<file path="config.mk">
export PLATFORM = sky130hd
export DESIGN_NAME = dmem_arbiter
export DESIGN_NICKNAME = d
export VERILOG_FILES = /design/src/rtl/dmem_arb_pkg.sv /design/src/rtl/dmem_arbiter_rr_pick.sv /design/src/rtl/dmem_arbiter.sv
export SDC_FILE = /design/constraint.sdc
export NUM_CORES = 1
export LEC_CHECK = 0
export CORE_MARGIN = 2
export CORE_UTILIZATION = 40
export DETAILED_ROUTE_END_ITERATION = 7
export PLACE_DENSITY = 0.81
export SKIP_CTS_REPAIR_TIMING = 1
export SYNTH_ARGS = -nofsm -noshare
export SYNTH_HDL_FRONTEND = slang
export SYNTH_SLANG_ARGS = --single-unit
</file>
<file path="constraint.sdc">
create_clock -name clk_i -period 2.1 [get_ports clk_i]
set_input_delay 0.21 -clock clk_i [delete_from_list [all_inputs] [get_ports clk_i]]
set_output_delay 0.21 -clock clk_i [all_outputs]
set_load 0.05 [all_outputs]
</file>
<file path="src/rtl/dmem_arb_pkg.sv">
`default_nettype none
// ============================================================================
// Module   : dmem_arb_pkg
// Purpose  : Shared constants and FSM state encoding for the data-RAM arbiter.
// Revision : 1.0  initial release
// ============================================================================
package dmem_arb_pkg;

  // Largest supported number of requesting cores
  localparam int MAX_CORES     = 8;

  // Default bus geometry of the shared data RAM
  localparam int DEF_ADDR_W    = 16;
  localparam int DEF_DATA_W    = 16;
  localparam int DEF_MEM_DEPTH = 1024;

  // Arbiter state encoding: IDLE -> ACCESS -> HOLD -> RESP -> IDLE
  typedef logic [1:0] state_t;
  localparam logic [1:0] ST_IDLE   = 2'd0;
  localparam logic [1:0] ST_ACCESS = 2'd1;
  localparam logic [1:0] ST_HOLD   = 2'd2;
  localparam logic [1:0] ST_RESP   = 2'd3;

endpackage
`default_nettype wire

</file>
<file path="src/rtl/dmem_arbiter_rr_pick.sv">
`default_nettype none
// ============================================================================
// Module   : rr_pick
// Purpose  : Combinational round-robin picker. Searches from last_grant+1
//            (mod N) for the first core that is both requesting and eligible.
// Revision : 1.0  initial release
// ============================================================================
module rr_pick #(
  parameter int N     = 4,
  parameter int IDX_W = 2
) (
  input  logic [N-1:0]     req_i,
  input  logic [N-1:0]     elig_i,
  input  logic [IDX_W-1:0] last_i,
  output logic             valid_o,
  output logic [IDX_W-1:0] idx_o
);

  // Scan offsets from farthest to nearest so the nearest candidate is written last and wins
  always_comb begin
    logic [IDX_W-1:0] cand;
    valid_o = 1'b0;
    idx_o   = '0;
    cand    = '0;
    for (int k = N; k >= 1; k--) begin
      cand = IDX_W'((32'(last_i) + 32'(k)) % 32'(N));
      if (req_i[cand] && elig_i[cand]) begin
        valid_o = 1'b1;
        idx_o   = cand;
      end
    end
  end

endmodule
`default_nettype wire

</file>
<file path="src/rtl/dmem_arbiter.sv">
`default_nettype none
// ============================================================================
// Module   : dmem_arbiter
// Purpose  : Round-robin arbiter sharing one single-port data RAM between
//            NUM_CORES cores. Each access takes IDLE/ACCESS/HOLD/RESP.
//            Optional macro DMEM_ARB_LOCK_EN adds a lock port that lets one
//            core own the RAM across several accesses (atomic RMW).
// Revision : 1.0  initial release
// ============================================================================
module dmem_arbiter
  import dmem_arb_pkg::*;
#(
  parameter int NUM_CORES = 4,
  parameter int ADDR_W    = DEF_ADDR_W,
  parameter int DATA_W    = DEF_DATA_W,
  parameter int MEM_DEPTH = DEF_MEM_DEPTH
) (
  input  logic                        clk_i,
  input  logic                        rst_ni,
  input  logic [NUM_CORES-1:0]        req_i,
  input  logic [NUM_CORES-1:0]        wr_i,
  input  logic [NUM_CORES*ADDR_W-1:0] addr_i,
  input  logic [NUM_CORES*DATA_W-1:0] wdata_i,
`ifdef DMEM_ARB_LOCK_EN
  input  logic [NUM_CORES-1:0]        lock_i,
`endif
  output logic [NUM_CORES-1:0]        ack_o,
  output logic [NUM_CORES-1:0]        err_o,
  output logic [NUM_CORES*DATA_W-1:0] rdata_o,
  output logic [ADDR_W-1:0]           ram_addr_o,
  output logic [DATA_W-1:0]           ram_din_o,
  output logic                        ram_wr_o,
  output logic                        ram_rd_o,
  input  logic [DATA_W-1:0]           ram_dout_i
);

  localparam int IDX_W = $clog2(NUM_CORES);
  // One extra bit so a depth equal to 2**ADDR_W is still representable
  localparam logic [ADDR_W:0] DEPTH_LIM = (ADDR_W + 1)'(MEM_DEPTH);

  state_t             state_q, state_d;
  logic [IDX_W-1:0]   win_q;
  logic [IDX_W-1:0]   last_q;
  logic               wr_q;
  logic               oor_q;
  logic [ADDR_W-1:0]  addr_q;
  logic [DATA_W-1:0]  wdata_q;
  logic [DATA_W-1:0]  rdata_q   [NUM_CORES];
  logic [ADDR_W-1:0]  addr_arr  [NUM_CORES];
  logic [DATA_W-1:0]  wdata_arr [NUM_CORES];
  logic [NUM_CORES-1:0] elig;
  logic               pick_vld;
  logic [IDX_W-1:0]   pick_idx;
  logic               grant;

  // Per-core unpacking of the flat buses and per-core response decode
  for (genvar g = 0; g < NUM_CORES; g++) begin : g_core
    assign addr_arr[g]                 = addr_i[g*ADDR_W +: ADDR_W];
    assign wdata_arr[g]                = wdata_i[g*DATA_W +: DATA_W];
    assign rdata_o[g*DATA_W +: DATA_W] = rdata_q[g];
    assign ack_o[g] = (state_q == ST_RESP) && (win_q == IDX_W'(g));
    assign err_o[g] = (state_q == ST_RESP) && (win_q == IDX_W'(g)) && oor_q;
  end

`ifdef DMEM_ARB_LOCK_EN
  logic             own_vld_q;
  logic [IDX_W-1:0] owner_q;
  logic             lock_q;

  // While a core owns the RAM it is the only eligible requester
  always_comb begin
    elig = {NUM_CORES{1'b1}};
    if (own_vld_q) elig = NUM_CORES'(1) << owner_q;
  end

  // Ownership is taken at a locked grant and released by the owner's next unlocked access
  always_ff @(posedge clk_i or negedge rst_ni) begin
    if (!rst_ni) begin
      own_vld_q <= 1'b0;
      owner_q   <= '0;
      lock_q    <= 1'b0;
    end else if (grant) begin
      lock_q <= lock_i[pick_idx];
      if (lock_i[pick_idx]) begin
        own_vld_q <= 1'b1;
        owner_q   <= pick_idx;
      end
    end else if (state_q == ST_RESP && own_vld_q && !lock_q && win_q == owner_q) begin
      own_vld_q <= 1'b0;
    end
  end
`else
  assign elig = {NUM_CORES{1'b1}};
`endif

  rr_pick #(
    .N     (NUM_CORES),
    .IDX_W (IDX_W)
  ) u_pick (
    .req_i   (req_i),
    .elig_i  (elig),
    .last_i  (last_q),
    .valid_o (pick_vld),
    .idx_o   (pick_idx)
  );

  assign grant = (state_q == ST_IDLE) && pick_vld;

  // Fixed four-cycle sequence once a grant is made
  always_comb begin
    state_d = state_q;
    case (state_q)
      ST_IDLE:   if (grant) state_d = ST_ACCESS;
      ST_ACCESS: state_d = ST_HOLD;
      ST_HOLD:   state_d = ST_RESP;
      ST_RESP:   state_d = ST_IDLE;
      default:   state_d = ST_IDLE;
    endcase
  end

  // State, winner and captured request fields; inputs are only sampled at grant
  always_ff @(posedge clk_i or negedge rst_ni) begin
    if (!rst_ni) begin
      state_q <= ST_IDLE;
      win_q   <= '0;
      last_q  <= IDX_W'(NUM_CORES - 1);
      wr_q    <= 1'b0;
      oor_q   <= 1'b0;
      addr_q  <= '0;
      wdata_q <= '0;
    end else begin
      state_q <= state_d;
      if (grant) begin
        win_q   <= pick_idx;
        wr_q    <= wr_i[pick_idx];
        addr_q  <= addr_arr[pick_idx];
        wdata_q <= wdata_arr[pick_idx];
        oor_q   <= ({1'b0, addr_arr[pick_idx]} >= DEPTH_LIM);
      end
      if (state_q == ST_RESP) last_q <= win_q;
    end
  end

  // Read data lands in the winner's slot at the end of HOLD; out-of-range reads return zero
  always_ff @(posedge clk_i or negedge rst_ni) begin
    if (!rst_ni) begin
      for (int i = 0; i < NUM_CORES; i++) rdata_q[i] <= '0;
    end else if (state_q == ST_HOLD && !wr_q) begin
      rdata_q[win_q] <= oor_q ? '0 : ram_dout_i;
    end
  end

  // RAM controls decode purely from registered state; wr and rd are mutually exclusive by wr_q
  assign ram_addr_o = addr_q;
  assign ram_din_o  = wdata_q;
  assign ram_wr_o   = (state_q == ST_ACCESS) && wr_q && !oor_q;
  assign ram_rd_o   = ((state_q == ST_ACCESS) || (state_q == ST_HOLD)) && !wr_q && !oor_q;

endmodule
`default_nettype wire

</file>
==> qor.csv, run 1 <==
stage;metric;value;unit
placed_design;GPL Wtd Cong;0.830;
clock_tree;CTS Buffer Depth;2;
routing;antenna-violating nets left;0;
worst_hold_path;hold crit path type;in -> async;
status;failing checks;negative setup slack;
worst_setup_path;Startpoint Class;flop;
routing;Initial DRC Count;281;
global_route;first-pass GRT wire length;23800;um
flow_run;max cap viols;0;
floorplanning;Core Footprint;12500;um^2
clock_tree;clk sink count;104;
floorplanning;io pins;260;
final_layout;Non-Filler Instances;978;
yosys;syn avg cell area;9.66;um^2
global_route;GRT overflow;0;
clock_tree;root buffer cell;clkbuf_16;
final_layout;Total Nets Final;959;
timing;Peak Freq;472;MHz
worst_setup_path;R2R setup slack;-0.02;ns
worst_setup_path;slowest CP cell;dfstp_2;
timing;Slew Viols, Final;0;
power_and_ir_drop;Clk pwr share;12.1;%
power_and_ir_drop;P_leak;3.71;nW
worst_setup_path;data arrival time of the worst path;2.35;ns
timing;Slew @ Worst Pin;0.741;ns
worst_setup_path;reg2reg start;last_q[1];
timing;part of the cycle the worst path needs;101;%
timing;Hold Violations, Final;0;
power_and_ir_drop;Net Sw Frac;49.0;%
yosys;Seq cells post-synth;104;
floorplanning;die area;13600;um^2
power_and_ir_drop;P_int;7.45;mW
worst_setup_path;slowest stage delay, CP;0.58;ns
global_route;pin count of the biggest net entering global routing;56;
routing;vias;4904;
yosys;Seq/Total Area, Yosys;51.2;%
final_layout;share of layout cells above drive strength 1;14.4;%
yosys;library cells used by synthesis;30;
worst_setup_path;R2R cell count;9;
power_and_ir_drop;Comb power frac;62.9;%
yosys;Synth area leaders;dfrtp_1 (50%), o21ai_0 (10%), nand2_1 (9.4%), mux2i_1 (9.0%), mux2_2 (7.3%);
timing;Setup Viol. Count Final;1;
routing;first-pass iteration count of the detailed router;5;
power_and_ir_drop;Seq pwr share;25.0;%
worst_setup_path;kind of critical path;reg -> reg;
timing;RSZ-0062 raised after global routing;yes;
timing;Slew HR;50.6;%
floorplanning;initial core utilization;40.7;%
clock_tree;Max H-tree Level;3;
final_layout;post-route cell area;8530;um^2
power_and_ir_drop;VDD IR max;1.00;mV
power_and_ir_drop;Psw;7.16;mW
clock_tree;clk_lat worst skew;0.35;ns
yosys;yosys synthesis warning count;0;
placed_design;HPWL after DPL;12200;um
worst_setup_path;r2r endpoint;oor_q;
global_route;Global Route Usage Sum;22.8;%
clock_tree;clock buffer count from CTS;9;
yosys;Syn Std Cell Area;5090;um^2
worst_setup_path;worst path cell trace;nand3b_1 -> a31oi_4 -> buf_12 -> clkbuf_16 -> buf_6 -> mux2i_1 -> mux2i_1 -> nor3_1 -> a21oi_1;
yosys;largest area contributor in the netlist;dfrtp_1;
timing;Layout Skew;0.0124;ns
routing;Final Routed Wirelength;16400;um
timing;worst setup margin;-0.0204;ns
floorplanning;Std-Cell Rows;41;
worst_setup_path;Worst Path Max Fanout;8;
floorplanning;Die Span Y;117;um
routing;post-route DRC violation count;0;
final_layout;# diodes;0;
final_layout;Syn-to-layout area delta;67.6;%
placed_design;DP Area;7950;um^2
global_route;vias in the first global route;4801;
worst_setup_path;WP data required;2.33;ns
timing;setup TNS;-0.0204;ns
worst_setup_path;cell mode on critical path;mux2i_1;
clock_tree;TritonCTS clock tree;built;
routing;via density per instance;5.01;
placed_design;Port Buffers;259;
yosys;area share of the largest cell type after synthesis;50.2;%
worst_setup_path;Worst Setup End Kind;flop;
placed_design;dpl ws;-0.139;ns
yosys;instance count of the mapped netlist;527;
routing;wire per inst;16.8;um
power_and_ir_drop;power per cell area;1710;nW/um^2
clock_tree;clock slew at reported path FFs;0.08;ns
global_route;initial antenna violation count;0;
timing;Tmin final;2.12;ns
final_layout;final core utilization;68.1;%
yosys;Syn Nets;685;
placed_design;placed cells;946;
floorplanning;Die X;117;um
status;outcome;finished, violations left;
==> synthesized netlist by cell type <==
cell	number
a21boi_1	1
a21o_1	1
a21oi_1	3
a31oi_1	1
a31oi_2	1
buf_12	1
buf_2	4
buf_4	2
buf_6	3
clkbuf_1	25
dfrtp_1	102
dfstp_2	2
ha_1	4
inv_1	4
mux2_1	2
mux2_2	33
mux2i_1	46
nand2_1	127
nand2b_1	21
nand3b_1	1
nand4b_1	1
nor2_1	14
nor3_1	1
nor3b_1	1
nor4_1	2
o21ai_0	102
o21ai_1	18
o21bai_2	1
o22ai_1	1
or3_1	2
==> layer usage <==
metal	vias to the layer above	GRT usage, %	share of wire (%)	wire length (um)
met5	-	0	0	0
met4	0	8.78	2.2	359
met3	30	7.42	9.4	1550
met2	231	40.0	51	8310
met1	2302	26.0	38	6180
li1	2341	-	-	-
==> cells in the final DEF (no fill, tap or decap), types with 6 or more instances in the layout <==
master | synthesis | routed
nand2_1 | 127 | 126
mux2_2 | 33 | 32
nand2b_1 | 21 | 21
nor2_1 | 14 | 14
dfrtp_1 | 102 | 102
buf_12 | 1 | 6
o21ai_1 | 18 | 31
mux2i_1 | 46 | 45
o21ai_0 | 102 | 79
buf_4 | 2 | 36
o21ai_2 | 0 | 10
clkdlybuf4s50_1 | 0 | 248
clkbuf_16 | 0 | 12
==> stage by stage <==
stage / hold WS (ns) / power [mW]
finish: 0.314 / 14.6
global route: 0.349 / 15.4
CTS: -0.233 / 14.2
detailed placement: 0.144 / 12.4
global placement: 0.139 / 12.1
floorplan: -0.0856 / 9.22
==> final cells by class <==
cell class | instances | area (um^2)
clock inverter | 6 | 72.6
inverter | 4 | 15.0
fill | 976 | 3990
sequential | 104 | 2610
clock buffer | 10 | 239
tap | 172 | 215
timing repair buffer | 298 | 3020
multi-input combinational | 384 | 2360
==> sequential cells by signal, summed over array words and instances (netlist names) <==
signal / flops
win_q: 2
ram_addr_o: 16
wr_q: 1
oor_q: 1
ram_din_o: 16
state_q: 2
rdata_o: 64
last_q: 2
==> kinds of logic (layout without fill, tap and decap cells) <==
| group | count (synthesis) | in the layout | synth area share (%) |
|---|---|---|---|
| AOI/OAI and AO/OA | 129 | 129 | 13.1 |
| buffers and inverters | 39 | 318 | 3.88 |
| and+or+nand+nor | 170 | 170 | 14.0 |
| adders and majority gates | 4 | 4 | 0.984 |
| DFF | 104 | 104 | 51.2 |
| muxes | 81 | 81 | 16.8 |
==> critical path: cells and delay by family, from the launching register on <==
family	cells	cell delay [ns]
muxes	2	0.30
AOI/OAI and AO/OA	2	0.38
and+or+nand+nor	2	0.36
DFF	1	0.58
buffers and inverters	3	0.39
==> how the worst max path moves through the flow <==
stage / from / to / slack, ns / depth (start not counted)
floorplan: state_q[0] / ram_rd_o / 0.04 / 3
global placement: req_i[3] / ram_din_o[13] / -0.02 / 8
detailed placement: req_i[3] / ram_addr_o[1] / -0.14 / 8
CTS: last_q[1] / ram_addr_o[1] / -0.02 / 7
global route: last_q[1] / oor_q / -0.17 / 8
finish: last_q[1] / oor_q / -0.02 / 9
==> power by group through the flow <==
stage          logic, mW  clock network [mW]  registers [mW]
3_5_place_dp        8.69                   0            3.69
5_1_grt             9.77                1.88            3.77
4_1_cts             8.71                1.78            3.66
3_3_place_gp        8.52                   0            3.62
6_report            9.19                1.76            3.65
2_1_floorplan       2.46                   0            6.76
Power figures use the tool's default switching activity.
==> inputs of run 2 (changes only) <==
ABC_CLOCK_PERIOD_IN_PS = 2100   (was unset)
SYNTH_HIERARCHICAL = 1   (was unset)
==> qor.csv, run 2 <==
stage;metric;value;unit;change
status;outcome;finished, violations left;;unchanged
status;failing checks;negative setup slack;;unchanged
routing;wire per inst;17.7;um;was 16.8 um
yosys;Async S/R FF share, synth;100;%;unchanged
power_and_ir_drop;VDD IR max;0.625;mV;was 1.00 mV
routing;post-route DRC violation count;0;;unchanged
yosys;Seq/Total Area, Yosys;52.3;%;was 51.2%
worst_setup_path;buffer and inverter count on the worst path;1;;was 3
routing;antenna-violating nets left;0;;unchanged
routing;top routing layer in use;met4;;unchanged
yosys;top cells by count, synth;dfrtp_1 (102), nand2_1 (71), o21ai_0 (50);;was nand2_1 (127), dfrtp_1 (102), o21ai_0 (102)
floorplanning;io pins;260;;unchanged
worst_setup_path;Worst Path Max Fanout;10;;was 8
worst_setup_path;R2R setup slack;-0.22;ns;was -0.02 ns
yosys;largest area contributor in the netlist;dfrtp_1;;unchanged
worst_setup_path;Worst Setup End Kind;flop;;unchanged
floorplanning;die area;13400;um^2;was 13600 um^2
yosys;Syn Std Cell Area;4980;um^2;was 5090 um^2
timing;Slew @ Worst Pin;0.626;ns;was 0.741 ns
clock_tree;clock buffer count from CTS;9;;unchanged
final_layout;max FFs per register;64;;unchanged
timing;Hold Violations, Final;0;;unchanged
final_layout;# fillers;898;;was 976
power_and_ir_drop;P_leak;3.48;nW;was 3.71 nW
yosys;Seq cells post-synth;104;;unchanged
clock_tree;clk sink count;104;;unchanged
clock_tree;clk_lat worst skew;0.34;ns;was 0.35 ns
clock_tree;TritonCTS clock tree;built;;unchanged
global_route;first-pass GRT wire length;22600;um;was 23800 um
timing;Setup Viol. Count Final;34;;was 1
placed_design;HPWL after DPL;11400;um;was 12200 um
global_route;initial antenna violation count;0;;unchanged
global_route;Global Route Usage Sum;22.0;%;was 22.8%
timing;Peak Freq;431;MHz;was 472 MHz
worst_setup_path;worst path cell trace;nand3_1 -> a21oi_2 -> a211o_4 -> clkbuf_16 -> mux4_2 -> mux2_2;;was nand3b_1 -> a31oi_4 -> buf_12 -> clkbuf_16 -> buf_6 -> mux2i_1 -> mux2i_1 -> nor3_1 -> a21oi_1
yosys;instance count of the mapped netlist;400;;was 527
clock_tree;Max H-tree Level;3;;unchanged
final_layout;Total Nets Final;841;;was 959
placed_design;GPL Wtd Cong;0.822;;was 0.830
final_layout;Syn-to-layout area delta;68.4;%;was 67.6%
timing;Tmin final;2.32;ns;was 2.12 ns
final_layout;Non-Filler Instances;856;;was 978
routing;met1 WL;5700;um;was 6180 um
global_route;vias in the first global route;4531;;was 4801
placed_design;placed cells;836;;was 946
final_layout;share of layout cells above drive strength 1;21.7;%;was 14.4%
power_and_ir_drop;Total Power;13.6;mW;was 14.6 mW
floorplanning;Core Footprint;12100;um^2;was 12500 um^2
clock_tree;CTS Buffer Depth;2;;unchanged
floorplanning;Die Span Y;116;um;was 117 um
worst_setup_path;kind of critical path;reg -> reg;;unchanged
worst_setup_path;slowest CP cell;dfstp_2;;unchanged
global_route;pin count of the biggest net entering global routing;50;;was 56
flow_run;max cap viols;0;;unchanged
final_layout;commonest non-fill, non-tap cell in the layout;clkdlybuf4s50_1;;unchanged
routing;Initial DRC Count;261;;was 281
routing;via density per instance;5.02;;was 5.01
worst_setup_path;WP data required;2.32;ns;was 2.33 ns
routing;WL met2;7990;um;was 8310 um
worst_setup_path;Startpoint Class;flop;;unchanged
routing;vias;4296;;was 4904
clock_tree;root buffer cell;clkbuf_16;;unchanged
routing;first-pass iteration count of the detailed router;4;;was 5
floorplanning;Die X;116;um;was 117 um
yosys;area share of the largest cell type after synthesis;51.2;%;was 50.2%
timing;Slew HR;58.3;%;was 50.6%
placed_design;Port Buffers;259;;unchanged
floorplanning;initial core utilization;41.1;%;was 40.7%
floorplanning;Std-Cell Rows;40;;was 41
global_route;GRT overflow;0;;unchanged
timing;RSZ-0062 raised after global routing;yes;;unchanged
yosys;most numerous cell in the Yosys netlist;dfrtp_1;;was nand2_1
clock_tree;clock slew at reported path FFs;0.08;ns;about the same
yosys;Synth area leaders;dfrtp_1 (51%), mux4_2 (15%), mux2_2 (8.1%), nand2_1 (5.3%), o21ai_0 (5.0%);;was dfrtp_1 (50%), o21ai_0 (10%), nand2_1 (9.4%), mux2i_1 (9.0%), mux2_2 (7.3%)
timing;Layout Skew;0.00912;ns;was 0.0124 ns
timing;worst setup margin;-0.219;ns;was -0.0204 ns
worst_setup_path;CP top delay family;multiplexers;;was flip-flops
power_and_ir_drop;power per cell area;1620;nW/um^2;was 1710 nW/um^2
worst_setup_path;slowest stage delay, CP;0.58;ns;about the same
final_layout;commonest non-fill, non-tap cells in the layout;clkdlybuf4s50_1 (248), dfrtp_1 (102), nand2_1 (71), o21ai_0 (50), mux4_2 (33);;was clkdlybuf4s50_1 (248), nand2_1 (126), dfrtp_1 (102), o21ai_0 (79), mux2i_1 (45)
timing;part of the cycle the worst path needs;110;%;was 101%
yosys;Post-synth EDFFs;0;;unchanged
routing;met3 routed WL;1110;um;was 1550 um
worst_setup_path;data arrival time of the worst path;2.54;ns;was 2.35 ns
yosys;library cells used by synthesis;36;;was 30
yosys;yosys synthesis warning count;6;;was 0
timing;Slew Viols, Final;0;;unchanged
yosys;syn avg cell area;12.5;um^2;was 9.66 um^2
routing;Final Routed Wirelength;15200;um;was 16400 um
worst_hold_path;hold crit path type;in -> async;;unchanged
final_layout;# diodes;0;;unchanged
yosys;ys flop type;dfrtp_1;;unchanged
==> run 2: cell type report <==
class	instances	area [um^2]	share of cell area, %
Multi-Input combinational cell	275	2320	27.6
Clock buffer	9	225	2.68
Sequential cell	104	2610	31.0
Clock inverter	7	77.6	0.924
Inverter	5	18.8	0.224
Tap cell	168	210	2.50
Timing Repair Buffer	288	2940	35.0
==> run 2: per-stage QoR <==
| step | util, % | TNS [ns] | hold slack [ns] | worst slack (ns) | cell area (um^2) |
|---|---|---|---|---|---|
| after floorplan | - | -0.779 | -0.0856 | -0.0348 | 5030 |
| after global placement | 65.6 | -9.90 | 0.255 | -0.349 | 7950 |
| after detailed placement | 65.6 | -12.09 | 0.271 | -0.438 | 7950 |
| after CTS | 68.1 | -6.66 | -0.0961 | -0.300 | 8250 |
| after global routing | 69.3 | -7.33 | 0.485 | -0.264 | 8390 |
| final | 69.3 | -5.63 | 0.413 | -0.219 | 8390 |
==> run 2: worst paths after layout <==
check / endpoint / startpoint / cells past startpoint
worst min-delay path: rdata_o[34] / rst_ni / 2
worst max-delay path: ram_din_o[6] / last_q[1] / 6
max in group asynchronous: ram_din_o[9] / rst_ni / 3
min in group clk_i: rdata_o[16] / rdata_o[16] / 2
worst max register to register: ram_din_o[6] / last_q[1] / 6
worst min register to register: rdata_o[16] / rdata_o[16] / 2
==> run 2: worst reg2reg max path: cells and delay by family, from the launching register on <==
family	cells	cell delay, ns
DFF	1	0.58
muxes	2	0.77
buffers and inverters	1	0.20
and+or+nand+nor	1	0.14
AOI/OAI and AO/OA	2	0.51
==> run 2: layer usage <==
layer / up-vias / GRT usage, %
li1: 1992 / -
met4: 0 / 7.94
met3: 27 / 5.65
met1: 2094 / 24.9
met2: 183 / 40.0
met5: - / 0
==> run 2: where the power goes <==
| part | switching, mW | internal (mW) |
|---|---|---|
| registers | 0.609 | 3.00 |
| logic | 5.11 | 3.20 |
| clock network | 0.773 | 0.940 |
==> run 2: logic make-up (layout without fill, tap and decap cells) <==
| kind of cell | after synthesis | count (layout) | synth area share, % |
|---|---|---|---|
| muxes | 69 | 69 | 23.0 |
| other | 1 | 11 | 0.0752 |
| DFF | 104 | 104 | 52.3 |
| AOI/OAI and AO/OA | 76 | 77 | 9.21 |
| and+or+nand+nor | 114 | 114 | 10.7 |
| adders and majority gates | 4 | 4 | 1.00 |
| buffers and inverters | 32 | 309 | 3.72 |
==> inputs of run 3 (changes only) <==
CORE_AREA = 2 2 102 104   (was unset)
CORE_MARGIN = unset   (was 2)
CORE_UTILIZATION = unset   (was 40)
DIE_AREA = 0 0 104 106   (was unset)
DONT_BUFFER_PORTS = 1   (was unset)
PLACE_DENSITY = 0.65   (was 0.81)
==> qor.csv, run 3 (synthesis results as in run 2) <==
stage;metric;value;unit;change
routing;first-pass iteration count of the detailed router;4;;unchanged
final_layout;Non-Filler Instances;561;;was 856
timing;Layout Skew;0.00853;ns;was 0.00912 ns
worst_setup_path;slowest stage delay, CP;0.57;ns;was 0.58 ns
status;outcome;finished, violations left;;unchanged
worst_setup_path;r2r endpoint;ram_din_o[14];;was ram_din_o[6]
worst_setup_path;Startpoint Class;flop;;unchanged
power_and_ir_drop;VDD IR max;0.882;mV;was 0.625 mV
timing;Worst Hold Slack;-0.480;ns;was 0.413 ns
routing;post-route DRC violation count;0;;unchanged
routing;Final Routed Wirelength;11300;um;was 15200 um
clock_tree;clock slew at reported path FFs;0.11;ns;was 0.08 ns
worst_setup_path;buffer and inverter count on the worst path;2;;was 1
worst_setup_path;data arrival time of the worst path;2.50;ns;was 2.54 ns
final_layout;commonest non-fill, non-tap cells in the layout;dfrtp_1 (102), nand2_1 (71), o21ai_0 (50), mux2_2 (34), mux4_2 (33);;was clkdlybuf4s50_1 (248), dfrtp_1 (102), nand2_1 (71), o21ai_0 (50), mux4_2 (33)
global_route;first-pass GRT wire length;17600;um;was 22600 um
power_and_ir_drop;power per cell area;1940;nW/um^2;was 1620 nW/um^2
global_route;initial antenna violation count;1;;was 0
timing;Tmin final;2.24;ns;was 2.32 ns
worst_setup_path;CP top delay family;multiplexers;;unchanged
status;failing checks;negative hold slack, negative setup slack;;was negative setup slack
clock_tree;clk sink count;104;;unchanged
routing;wire per inst;20.2;um;was 17.7 um
clock_tree;root buffer cell;clkbuf_8;;was clkbuf_16
flow_run;max cap viols;0;;unchanged
timing;RSZ-0062 raised after global routing;yes;;unchanged
final_layout;Syn-to-layout area delta;10.6;%;was 68.4%
floorplanning;io pins;260;;unchanged
final_layout;commonest non-fill, non-tap cell in the layout;dfrtp_1;;was clkdlybuf4s50_1
floorplanning;Std-Cell Rows;37;;was 40
placed_design;HPWL after DPL;8480;um;was 11400 um
floorplanning;Core Footprint;10000;um^2;was 12100 um^2
worst_setup_path;R2R cell count;7;;was 6
placed_design;Port Buffers;0;;was 259
final_layout;Total Nets Final;577;;was 841
worst_setup_path;worst path cell trace;and3b_1 -> o22ai_1 -> a211o_2 -> buf_12 -> clkbuf_16 -> mux4_2 -> mux2_2;;was nand3_1 -> a21oi_2 -> a211o_4 -> clkbuf_16 -> mux4_2 -> mux2_2
final_layout;max FFs per register;64;;unchanged
floorplanning;Die X;104;um;was 116 um
clock_tree;Max H-tree Level;3;;unchanged
clock_tree;clk_lat worst skew;0.37;ns;was 0.34 ns
floorplanning;initial core utilization;49.8;%;was 41.1%
placed_design;GPL Wtd Cong;0.799;;was 0.822
clock_tree;clock buffer count from CTS;9;;unchanged
timing;Slew Viols, Final;0;;unchanged
worst_setup_path;kind of critical path;reg -> reg;;unchanged
global_route;vias in the first global route;3357;;was 4531
worst_setup_path;Worst Path Max Fanout;12;;was 10
timing;part of the cycle the worst path needs;107;%;was 110%
routing;antenna-violating nets left;0;;unchanged
worst_setup_path;R2R setup slack;-0.14;ns;was -0.22 ns
worst_setup_path;WP data required;2.36;ns;was 2.32 ns
worst_setup_path;Worst Setup End Kind;flop;;unchanged
timing;Hold Violations, Final;104;;was 0
placed_design;placed cells;540;;was 836
worst_setup_path;reg2reg start;last_q[1];;unchanged
global_route;GRT overflow;0;;unchanged
routing;via density per instance;5.70;;was 5.02
clock_tree;TritonCTS clock tree;built;;unchanged
routing;vias;3200;;was 4296
clock_tree;CTS Buffer Depth;2;;unchanged
worst_hold_path;hold crit path type;in -> async;;unchanged
power_and_ir_drop;P_leak;2.35;nW;was 3.48 nW
timing;worst setup margin;-0.142;ns;was -0.219 ns
final_layout;share of layout cells above drive strength 1;31.1;%;was 21.7%
power_and_ir_drop;Total Power;10.7;mW;was 13.6 mW
timing;Slew HR;65.0;%;was 58.3%
final_layout;# fillers;866;;was 898
floorplanning;Die Span Y;106;um;was 116 um
floorplanning;die area;11000;um^2;was 13400 um^2
routing;Initial DRC Count;145;;was 261
worst_setup_path;slowest CP cell;dfstp_2;;unchanged
global_route;pin count of the biggest net entering global routing;105;;was 50
global_route;Global Route Usage Sum;20.5;%;was 22.0%
timing;Slew @ Worst Pin;0.525;ns;was 0.626 ns
timing;Peak Freq;446;MHz;was 431 MHz
final_layout;final core utilization;55.1;%;was 69.3%
timing;Setup Viol. Count Final;30;;was 34
run 3: cell types whose count changed in the layout (fill, tap and decap cells not counted), moves of 2 or more:
cell | before | now
a211o_4 | 2 | 0
buf_12 | 9 | 3
buf_4 | 27 | 20
clkbuf_16 | 11 | 1
clkbuf_8 | 0 | 9
clkdlybuf4s50_1 | 248 | 0
clkinv_2 | 2 | 0
clkinvlp_4 | 0 | 3
mux2_2 | 31 | 34
mux2_4 | 5 | 2
run 3: routing by layer:
layer,track usage (%),wire [um]
met2,34.0,5850
met5,0,0
met4,7.43,146
met3,7.30,996
met1,24.9,4350
run 3: layout make-up:
class	instances	area, um^2	share of cell area (%)
repair buffers	25	263	4.77
clock inverters	7	62.6	1.13
diodes	1	2.50	0.0454
inverters	5	18.8	0.340
clock buffers	9	124	2.25
well taps	136	170	3.09
multi-input cells	274	2270	41.1
flip-flops and latches	104	2610	47.3
run 3: metrics by stage:
step | hold slack, ns | setup TNS (ns) | cell area [um^2] | worst slack, ns
after floorplan | -0.0856 | -0.779 | 5030 | -0.0348
after global placement | -0.0837 | -2.23 | 5250 | -0.103
after detailed placement | -0.0834 | -3.51 | 5250 | -0.176
after CTS | -0.507 | -3.88 | 5440 | -0.191
after global routing | -0.516 | -6.05 | 5510 | -0.219
final | -0.480 | -3.19 | 5510 | -0.142
run 3: power breakdown:
part           internal, mW  switching [mW]  leakage, nW  total, mW
sequential             2.93            4.05         1.29       6.98
combinational          1.36            1.19        0.968       2.55
clock                 0.454           0.723       0.0859       1.18
run 3: worst max-delay path by stage:
| stage | to | start | slack [ns] | depth (start not counted) |
|---|---|---|---|---|
| floorplan | ram_addr_o[10] | last_q[1] | -0.03 | 7 |
| finish | ram_din_o[14] | last_q[1] | -0.14 | 7 |
| CTS | ram_din_o[12] | last_q[1] | -0.19 | 7 |
| global placement | ram_din_o[10] | last_q[1] | -0.10 | 7 |
| global route | oor_q | last_q[1] | -0.22 | 8 |
| detailed placement | ram_din_o[12] | last_q[1] | -0.18 | 7 |
